<file path="src/rtl/game_pkg.sv">
// Shared constants for the memory-game datapath: sizes, FSM encodings and fail codes.
package game_pkg;

  localparam int NUM_DIGITS = 5;
  localparam int DIGIT_W    = 4;
  localparam int SEQ_W      = NUM_DIGITS * DIGIT_W;
  localparam int LVL_W      = 3;
  localparam int IDX_W      = 3;

  localparam logic [1:0] ST_IDLE   = 2'd0;
  localparam logic [1:0] ST_LISTEN = 2'd1;
  localparam logic [1:0] ST_PASS   = 2'd2;
  localparam logic [1:0] ST_FAIL   = 2'd3;

  typedef logic [1:0] fail_code_t;

  localparam fail_code_t FAIL_NONE    = 2'b00;
  localparam fail_code_t FAIL_WRONG   = 2'b01;
  localparam fail_code_t FAIL_TIMEOUT = 2'b10;

  // A level of 0 still checks one digit; anything past the sequence length is capped.
  function automatic logic [LVL_W-1:0] clamp_lvl(input logic [LVL_W-1:0] lvl);
    if (lvl == '0)
      return LVL_W'(1);
    else if (lvl > LVL_W'(NUM_DIGITS))
      return LVL_W'(NUM_DIGITS);
    return lvl;
  endfunction

endpackage

</file>
<file path="src/rtl/check_input_seq_if.sv">
// Round-control and keypad signals between the display stage, keypad, game controller and checker.
interface check_input_seq_if;
  import game_pkg::*;

  logic                 start;
  logic [LVL_W-1:0]     curLvl;
  logic [SEQ_W-1:0]     seq;
  logic                 keyValid;
  logic [DIGIT_W-1:0]   keyDigit;
  logic                 listening;
  logic [IDX_W-1:0]     digitIdx;
  logic                 lvlPass;
  logic                 lvlFail;
  fail_code_t           failCode;

  modport master (
    output start, curLvl, seq, keyValid, keyDigit,
    input  listening, digitIdx, lvlPass, lvlFail, failCode
  );

  modport slave (
    input  start, curLvl, seq, keyValid, keyDigit,
    output listening, digitIdx, lvlPass, lvlFail, failCode
  );

endinterface

</file>
<file path="src/rtl/check_input_seq_timeout.sv">
// Per-digit inactivity timer: saturating up-counter, expired while at TIMEOUT_CYC-1.
module input_timeout #(
  parameter int TIMEOUT_CYC = 50000000
) (
  input  logic clk,
  input  logic rst,
  input  logic clear,
  input  logic enable,
  output logic expired
);

  localparam int CNT_W = (TIMEOUT_CYC > 1) ? $clog2(TIMEOUT_CYC) : 1;
  localparam logic [CNT_W-1:0] CNT_LAST = CNT_W'(TIMEOUT_CYC - 1);

  logic [CNT_W-1:0] count;

  always_ff @(posedge clk) begin
    if (!rst)
      count <= '0;
    else if (clear)
      count <= '0;
    else if (enable && (count != CNT_LAST))
      count <= count + CNT_W'(1);
  end

  assign expired = (count == CNT_LAST);

endmodule

</file>
<file path="src/rtl/check_input_seq.sv">
// Player-response checker: latches the displayed sequence on start, then compares keypad
// digits one by one and reports a single-cycle pass or fail to the game controller.
//
// state     | meaning
// ST_IDLE   | waiting for start from the display stage; keys ignored
// ST_LISTEN | comparing keypad entries, inactivity timer running
// ST_PASS   | one-cycle lvlPass pulse
// ST_FAIL   | one-cycle lvlFail pulse, failCode holds the reason
module check_input_seq
  import game_pkg::*;
#(
  parameter int TIMEOUT_CYC = 50000000
) (
  input  logic               clk,
  input  logic               rst,
  check_input_seq_if.slave   bus
);

  logic [1:0]         state;
  logic [SEQ_W-1:0]   seq_lat;
  logic [LVL_W-1:0]   lvl_lat;
  logic [IDX_W-1:0]   digit_idx;
  fail_code_t         fail_code;

  logic [DIGIT_W-1:0] exp_digit;
  logic               key_match;
  logic               last_digit;
  logic               timer_clear;
  logic               timer_en;
  logic               timer_expired;

  // Digit 0 sits in the most significant nibble of the sequence.
  always_comb begin
    exp_digit = '0;
    for (int i = 0; i < NUM_DIGITS; i++) begin
      if (digit_idx == IDX_W'(i))
        exp_digit = seq_lat[(NUM_DIGITS-1-i)*DIGIT_W +: DIGIT_W];
    end
  end

  assign key_match  = (bus.keyDigit == exp_digit);
  assign last_digit = (digit_idx == (lvl_lat - LVL_W'(1)));

  assign timer_en    = (state == ST_LISTEN);
  assign timer_clear = (state != ST_LISTEN) || bus.keyValid;

  input_timeout #(
    .TIMEOUT_CYC (TIMEOUT_CYC)
  ) u_timeout (
    .clk     (clk),
    .rst     (rst),
    .clear   (timer_clear),
    .enable  (timer_en),
    .expired (timer_expired)
  );

  always_ff @(posedge clk) begin
    if (!rst) begin
      state     <= ST_IDLE;
      seq_lat   <= '0;
      lvl_lat   <= LVL_W'(1);
      digit_idx <= '0;
      fail_code <= FAIL_NONE;
    end else begin
      case (state)
        ST_IDLE: begin
          if (bus.start) begin
            seq_lat   <= bus.seq;
            lvl_lat   <= clamp_lvl(bus.curLvl);
            digit_idx <= '0;
            fail_code <= FAIL_NONE;
            state     <= ST_LISTEN;
          end
        end
        ST_LISTEN: begin
          // A key arriving on the expiry cycle takes priority over the timeout.
          if (bus.keyValid) begin
            if (!key_match) begin
              fail_code <= FAIL_WRONG;
              state     <= ST_FAIL;
            end else if (last_digit) begin
              state     <= ST_PASS;
            end else begin
              digit_idx <= digit_idx + IDX_W'(1);
            end
          end else if (timer_expired) begin
            fail_code <= FAIL_TIMEOUT;
            state     <= ST_FAIL;
          end
        end
        ST_PASS: state <= ST_IDLE;
        ST_FAIL: state <= ST_IDLE;
        default: state <= ST_IDLE;
      endcase
    end
  end

  assign bus.listening = (state == ST_LISTEN);
  assign bus.lvlPass   = (state == ST_PASS);
  assign bus.lvlFail   = (state == ST_FAIL);
  assign bus.digitIdx  = digit_idx;
  assign bus.failCode  = fail_code;

endmodule

</file>
<file path="src/flat_wrapper.sv">
// flat-port wrapper written by rule: the top's interface ports become plain ports
module check_input_seq_flat import game_pkg::*;
#(
  parameter int TIMEOUT_CYC = 50000000
)
  (clk, rst, bus_start, bus_curLvl, bus_seq, bus_keyValid, bus_keyDigit, bus_listening, bus_digitIdx, bus_lvlPass, bus_lvlFail, bus_failCode);
  check_input_seq_if bus_i ();
  input  logic clk;
  input  logic rst;
  input wire logic [$bits(bus_i.start)-1:0] bus_start;
  input wire logic [$bits(bus_i.curLvl)-1:0] bus_curLvl;
  input wire logic [$bits(bus_i.seq)-1:0] bus_seq;
  input wire logic [$bits(bus_i.keyValid)-1:0] bus_keyValid;
  input wire logic [$bits(bus_i.keyDigit)-1:0] bus_keyDigit;
  output wire logic [$bits(bus_i.listening)-1:0] bus_listening;
  output wire logic [$bits(bus_i.digitIdx)-1:0] bus_digitIdx;
  output wire logic [$bits(bus_i.lvlPass)-1:0] bus_lvlPass;
  output wire logic [$bits(bus_i.lvlFail)-1:0] bus_lvlFail;
  output wire logic [$bits(bus_i.failCode)-1:0] bus_failCode;
  assign bus_i.start = bus_start;
  assign bus_i.curLvl = bus_curLvl;
  assign bus_i.seq = bus_seq;
  assign bus_i.keyValid = bus_keyValid;
  assign bus_i.keyDigit = bus_keyDigit;
  assign bus_listening = bus_i.listening;
  assign bus_digitIdx = bus_i.digitIdx;
  assign bus_lvlPass = bus_i.lvlPass;
  assign bus_lvlFail = bus_i.lvlFail;
  assign bus_failCode = bus_i.failCode;
  check_input_seq #(.TIMEOUT_CYC(TIMEOUT_CYC)) u_core (.clk(clk), .rst(rst), .bus(bus_i));
endmodule
</file>
<file path="config.mk">
export PLATFORM = sky130hd
export DESIGN_NAME = check_input_seq_flat
export DESIGN_NICKNAME = d
export VERILOG_FILES = /design/src/rtl/game_pkg.sv /design/src/rtl/check_input_seq_if.sv /design/src/rtl/check_input_seq_timeout.sv /design/src/rtl/check_input_seq.sv /design/src/flat_wrapper.sv
export SDC_FILE = /design/constraint.sdc
export NUM_CORES = 1
export LEC_CHECK = 0
export BUFFER_PORTS_ARGS = -buffer_cell sky130_fd_sc_hd__buf_2
export CORE_ASPECT_RATIO = 1.75
export CORE_MARGIN = 3
export CORE_UTILIZATION = 50
export DETAILED_ROUTE_END_ITERATION = 6
export HOLD_SLACK_MARGIN = 0.15
export PLACE_DENSITY = 0.74
export SLEW_MARGIN = 40
export SYNTH_ARGS = -nofsm -noshare
export SYNTH_HDL_FRONTEND = slang
export SYNTH_SLANG_ARGS = --single-unit
</file>
<file path="constraint.sdc">
create_clock -name clk -period 2.3 [get_ports clk]
set_input_delay 0.23 -clock clk [delete_from_list [all_inputs] [get_ports clk]]
set_output_delay 0.23 -clock clk [all_outputs]
set_load 0.02 [all_outputs]
</file>
-- Word level (Yosys, flattened, before mapping)
Index checks and enable logic that the tools add are counted.
- bits in registers: 56
- input port bits: 31
- logic and storage cells: 71
- $add $sub $neg: 3
- $lt $le $gt $ge: 1
- eq/ne operators: 19
- multiplexer cells: 29
- bitwise operators: 1
- reductions and logical operators: 12
- operators with widths (operator ; number):
    adder 26 x 1 -> 26 bit (second input constant) ; 1
    equality test 26 bit (second input constant) ; 1
    != test 26 bit (second input constant) ; 1
    2-to-1 mux 3 bit ; 7
    2-to-1 mux 4 bit ; 5
    2-to-1 mux 2 bit ; 9
    equality test 3 x 2 -> 1 bit (second input constant) ; 2
    zero test 3 bit ; 2
    != test 2 bit (second input constant) ; 3
    case mux 2 bit (3 select lines) ; 1
    case mux 3 bit (2 select lines) ; 1
    2-to-1 mux 1 bit ; 5
    AND reduction 5 bit ; 1
    equality test 2 bit (second input constant) ; 2
    equality test 4 bit ; 1
    != test 2 x 1 -> 1 bit (second input constant) ; 2
    != test 4 bit (second input constant) ; 1
    case mux 2 bit (2 select lines) ; 1
    AND reduction 4 bit ; 1
    OR reduction 2 bit ; 2
    adder 3 x 1 -> 3 bit (second input constant) ; 1
    equality test 3 x 1 -> 1 bit (second input constant) ; 1
    equality test 3 bit ; 1
    equality test 3 bit (second input constant) ; 1
    12 further kinds ; 12

-- Longest topological paths before layout
- depth after elaboration: 10
- mapped depth: 10

-- Modules after synthesis
From an unflattened synthesis, not the netlist that was laid out.
- cells, all modules: 349
- area, all modules: 2917.8 um2
- by module, submodules not included (module ; instances ; cells an instance ; area each (um2) ; seq. area each (um2)):
    check_input_seq ; 1 ; 200 ; 1589.0 ; 600.6
    input_timeout ; 1 ; 149 ; 1328.8 ; 520.5

-- Least setup slack after synthesis
Ideal clock, no wire load.
- path type: register -> register
- start point: register u_core.digit_idx[2], in the netlist u_core.bus.digitIdx[2]
- end point: register u_core.digit_idx[0], in the netlist u_core.bus.digitIdx[0]
- setup time: 0.072 ns
- arrival time: 2.419 ns
- setup slack: -0.191 ns
- cell stages (with the launch flop): 11
- path buffers: 2
- clock period less this slack: 2.491 ns
- path through: dfxtp_1 buf_2 inv_1 ha_1 or2_1 buf_6 a2111o_1 o211ai_2 o2111ai_4 or3_4 mux2i_1
- cells in the longest elaborated chain, start to end: 9
- elaborated cells on any way between the ends: 15
- those cells by class: eq/ne (8); mux (5); reduce/logical (2)
- ends and longest elaborated chain (element ; RTL line ; RTL):
    start, declared ; check_input_seq.sv:22 ; logic [IDX_W-1:0] digit_idx;
    start signal, assigned ; check_input_seq.sv:84 ; digit_idx <= digit_idx + IDX_W'(1);
    zero test 3 bit ; check_input_seq.sv:36 ; if (digit_idx == IDX_W'(i))
    2-to-1 mux 4 bit (5 in series) ; check_input_seq.sv:36 ;
    equality test 4 bit ; check_input_seq.sv:41 ; assign key_match = (bus.keyDigit == exp_digit);
    != test 2 x 1 -> 1 bit (no source line) ; -- ;
    AND reduction 5 bit (no source line) * ; -- ;
Every way passes the cells marked *; elsewhere a longest branch is shown, timed or not.
A chain may end at the register's enable or synchronous reset.

-- Worst setup path in the final report
- start point: register u_core.digit_idx[0], in the netlist u_core.bus.digitIdx[0]
- end point: register u_core.state[0]
- cells in the longest elaborated chain, start to end: 10
- elaborated cells on any way between the ends: 17
- those cells by class: eq/ne (7); mux (8); reduce/logical (2)
- ends and longest elaborated chain (element ; RTL line ; RTL):
    zero test 3 bit ; check_input_seq.sv:36 ;
    2-to-1 mux 4 bit (5 in series) ; check_input_seq.sv:36 ;
    equality test 4 bit ; check_input_seq.sv:41 ;
    2-to-1 mux 2 bit ; check_input_seq.sv:78 ; if (!key_match) begin
    2-to-1 mux 2 bit ; check_input_seq.sv:77 ; if (bus.keyValid) begin
    case mux 2 bit (3 select lines) ; check_input_seq.sv:65 ; case (state)
    end signal, assigned ; check_input_seq.sv:72 ; state <= ST_LISTEN;
    end signal, assigned ; check_input_seq.sv:80 ; state <= ST_FAIL;
    end signal, assigned ; check_input_seq.sv:82 ; state <= ST_PASS;
    end, declared ; check_input_seq.sv:19 ; logic [1:0] state;
Several ways; a longest one is shown, not always the timed one.

==> flow_summary.yaml <==
sta:
  report.final.slew_viol_count: 0
  layout_min_cycle_time_ps: 2210
  fmax_mhz: 453
  setup_viol: 0
  final_hold_viol_count: 0
  maxSlewHeadroom_pct: 63.5
  tightest_slew_ps: 544
  skew_ps: 9.25
  post-route-period-util_pct: 96.0
layout:
  areaGrowthSynthToFinish_pct: 20.5
  nFillCells: 495
  final_area_sq_um: 3620
  n_antenna_cell: 0
  final-seq-area_sq_um: 1130
  multiInputGateArea_sq_um: 1790
  drive_above_1_share_pct: 22.0
  nets: 456
  fin_cells: 495
logic_synthesis:
  synth_area_sq_um: 3000
  yosysWarnings: 0
  ys_async_sr_fraction_pct: 0
  yosysUniqueCellTypes: 48
  synth_edf_count: 0
  synth_seq_cells: 56
  synthCells: 364
  seq_area_frac_synth_pct: 37.3
  yosys-top-cells-count: "56 x dfxtp_1, 56 x nand2_1, 33 x nor2_1"
  synth_area_leaders: "dfxtp_1 37%, nand2_1 7.0%, xnor2_1 6.4%"
  postSynthAreaPerCell_sq_um: 8.25
  synth_fp_nets: 402
  synth_area_leader_cell: "dfxtp_1"
  ys.flop_type: "dfxtp_1"
  synth_top_cell_area_share_pct: 37.3
setup_path:
  worst-path-buf-inv: 2
  critPathMaxStageDelay_ps: 380
  crit_path_end_kind: "flop"
  cp.arrival_ps: 2420
  crit_chain: "inv_1, ha_4, nand3b_1, a2111o_1, o211ai_2, o2111ai_4, buf_4, nor3_1, nor4b_1"
  cp_top_family: "compound AO/OA/AOI/OAI gates"
  crit_required_ps: 2510
  worst-setup-path-type: "flop to flop"
  cp_max_fo: 12
  worst_setup_path_start_kind: "flop"
  crit_slowest_cell: "dfxtp_4"
  r2r_slack_ps: 90
floorplan:
  ios: 39
  core-area_sq_um: 5680
  fp.dieW_um: 64.6
  die_h_um: 108
  die_area_sq_um: 7010
  rows: 36
  initial_core_util_pct: 52.9
clock_tree:
  cts_tree: "done"
  clkLatencyLatePin_ps: 320
  numCtsBuffers: 5
  cts_root_buf: "clkbuf_8"
  clockBufferDepth: 2
  clk_pin_slew_ps: 100
  clock_sinks: 56
  htreeDepth: 2
drt:
  routed_via_density: 5.52
  wl_met1_mm: 2.72
  drc: 0
  detail_route.first_pass.iterations: 4
  ant_nets: 0
  met2WireLength_mm: 4.10
  top_layer: "met4"
  drt_wl_total_mm: 7.48
  drt-initial-drc-count: 132
  wire_per_inst_um: 15.1
  wl_met3_um: 248
  routed-via-count: 2734
grt:
  grt_pass1_wl_mm: 12.5
  antenna_found_initial: 0
  grt-ovfl-total: 0
  grt_pass1_vias: 2777
  grt_max_degree: 31
  grt.total_usage_pct: 23.0
placement:
  place_inst: 475
  port_buffers: 38
  dp_hpwl_mm: 5.59
  gp_congestion: 0.901
  placed_area_sq_um: 3320
power:
  peakVddDrop_mv: 0.384
  power_density_nw_per_um2: 522
  leakage_nw: 1.29
job:
  cap_violations: 0
outcome:
  status: "completed"
hold_path:
  hold_path_class: "input pin to flop"
## metal layers
| metal | up-vias | track usage (%) |
|---|---|---|
| met4 | 0 | 15.3 |
| met3 | 28 | 4.16 |
| li1 | 1370 | - |
| met5 | - | 0 |
| met2 | 64 | 43.8 |
| met1 | 1272 | 21.7 |
## sequential cells by signal, indices dropped and copies added (netlist names)
register                cells
u_core.u_timeout.count     26
u_core.bus.digitIdx         3
u_core.state                2
u_core.seq_lat             20
u_core.bus.failCode         2
u_core.lvl_lat              3
## worst register-to-register path: stages (launching register included)
cell	delay (ps)
dfxtp_4	380
inv_1	190
ha_4	250
nand3b_1	120
a2111o_1	380
o211ai_2	90
o2111ai_4	180
buf_4	180
nor3_1	240
nor4b_1	80
## per-stage QoR
stage	util [%]	total power (W)	TNS (ps)	setup WS, ps	hold slack [ps]
floorplan	-	0.00117	0	13.7	375
global placement	58.6	0.00125	0	20.5	454
detailed placement	58.6	0.00125	-126	-45.0	463
CTS	61.9	0.00191	0	8.03	150
global route	63.7	0.00198	-55.7	-27.0	151
finish	63.7	0.00189	0	93.0	158
## logic make-up (layout without fill, tap and decap cells)
group	Yosys count	count (layout)	share of synthesized area, %
flip-flops	56	56	37.3
AO/OA/AOI/OAI	68	68	17.3
buffers and inverters	38	93	5.46
XOR/XNOR	27	27	7.88
multiplexers	2	2	0.667
adder cells (fa/ha/maj)	7	7	2.92
AND/OR/NAND/NOR	166	166	28.4
## final timing paths
path | start | endpoint | depth (start not counted)
min | bus_seq[14] | u_core.seq_lat[14] | 3
min reg2reg | u_core.lvl_lat[1] | u_core.lvl_lat[1] | 2
max | u_core.bus.digitIdx[0] | u_core.state[0] | 9
max reg2reg | u_core.bus.digitIdx[0] | u_core.state[0] | 9
## timing repair
item	in CTS	in global routing
hold buffers	7	0
gates resized for setup	3	10
setup buffers	0	5
endpoints found under the setup margin	3	4
hold endpoints to repair	7	0
pin swaps	0	4
cloned	0	0
## area by class of cell
type                       instances  share of cell area [%]
clock inverter                     3                    1.18
multi-input combinational        270                    49.4
sequential                        56                    31.3
clock buffer                       5                    1.90
timing repair buffer              66                    11.6
inverter                          19                    1.97
tap                               76                    2.63
## placed cells by master, fill, tap and decap left out, drive strengths merged, types with 4 or more instances in the layout
| cell type | instances |
|---|---|
| nand3 | 12 |
| clkbuf | 5 |
| and2 | 4 |
| nand2 | 56 |
| nand3b | 8 |
| nor4 | 12 |
| nand4 | 6 |
| nor4b | 6 |
| dfxtp | 56 |
| o21ai | 7 |
| o211ai | 5 |
| a211oi | 4 |
| inv | 19 |
| xor2 | 5 |
| or3 | 4 |
| nor2 | 33 |
| buf | 59 |
| a21oi | 10 |
| dlygate4sd3 | 7 |
| nor2b | 4 |
| xnor2 | 22 |
| a21boi | 22 |
| nor3 | 9 |
| ha | 7 |
## power by group
group          switching (W)  internal, W  total [W]
Sequential         0.0000243     0.000995    0.00102
Clock               0.000325     0.000322   0.000648
Combinational       0.000121    0.0000982   0.000219
Power figures use the tool's default switching activity.
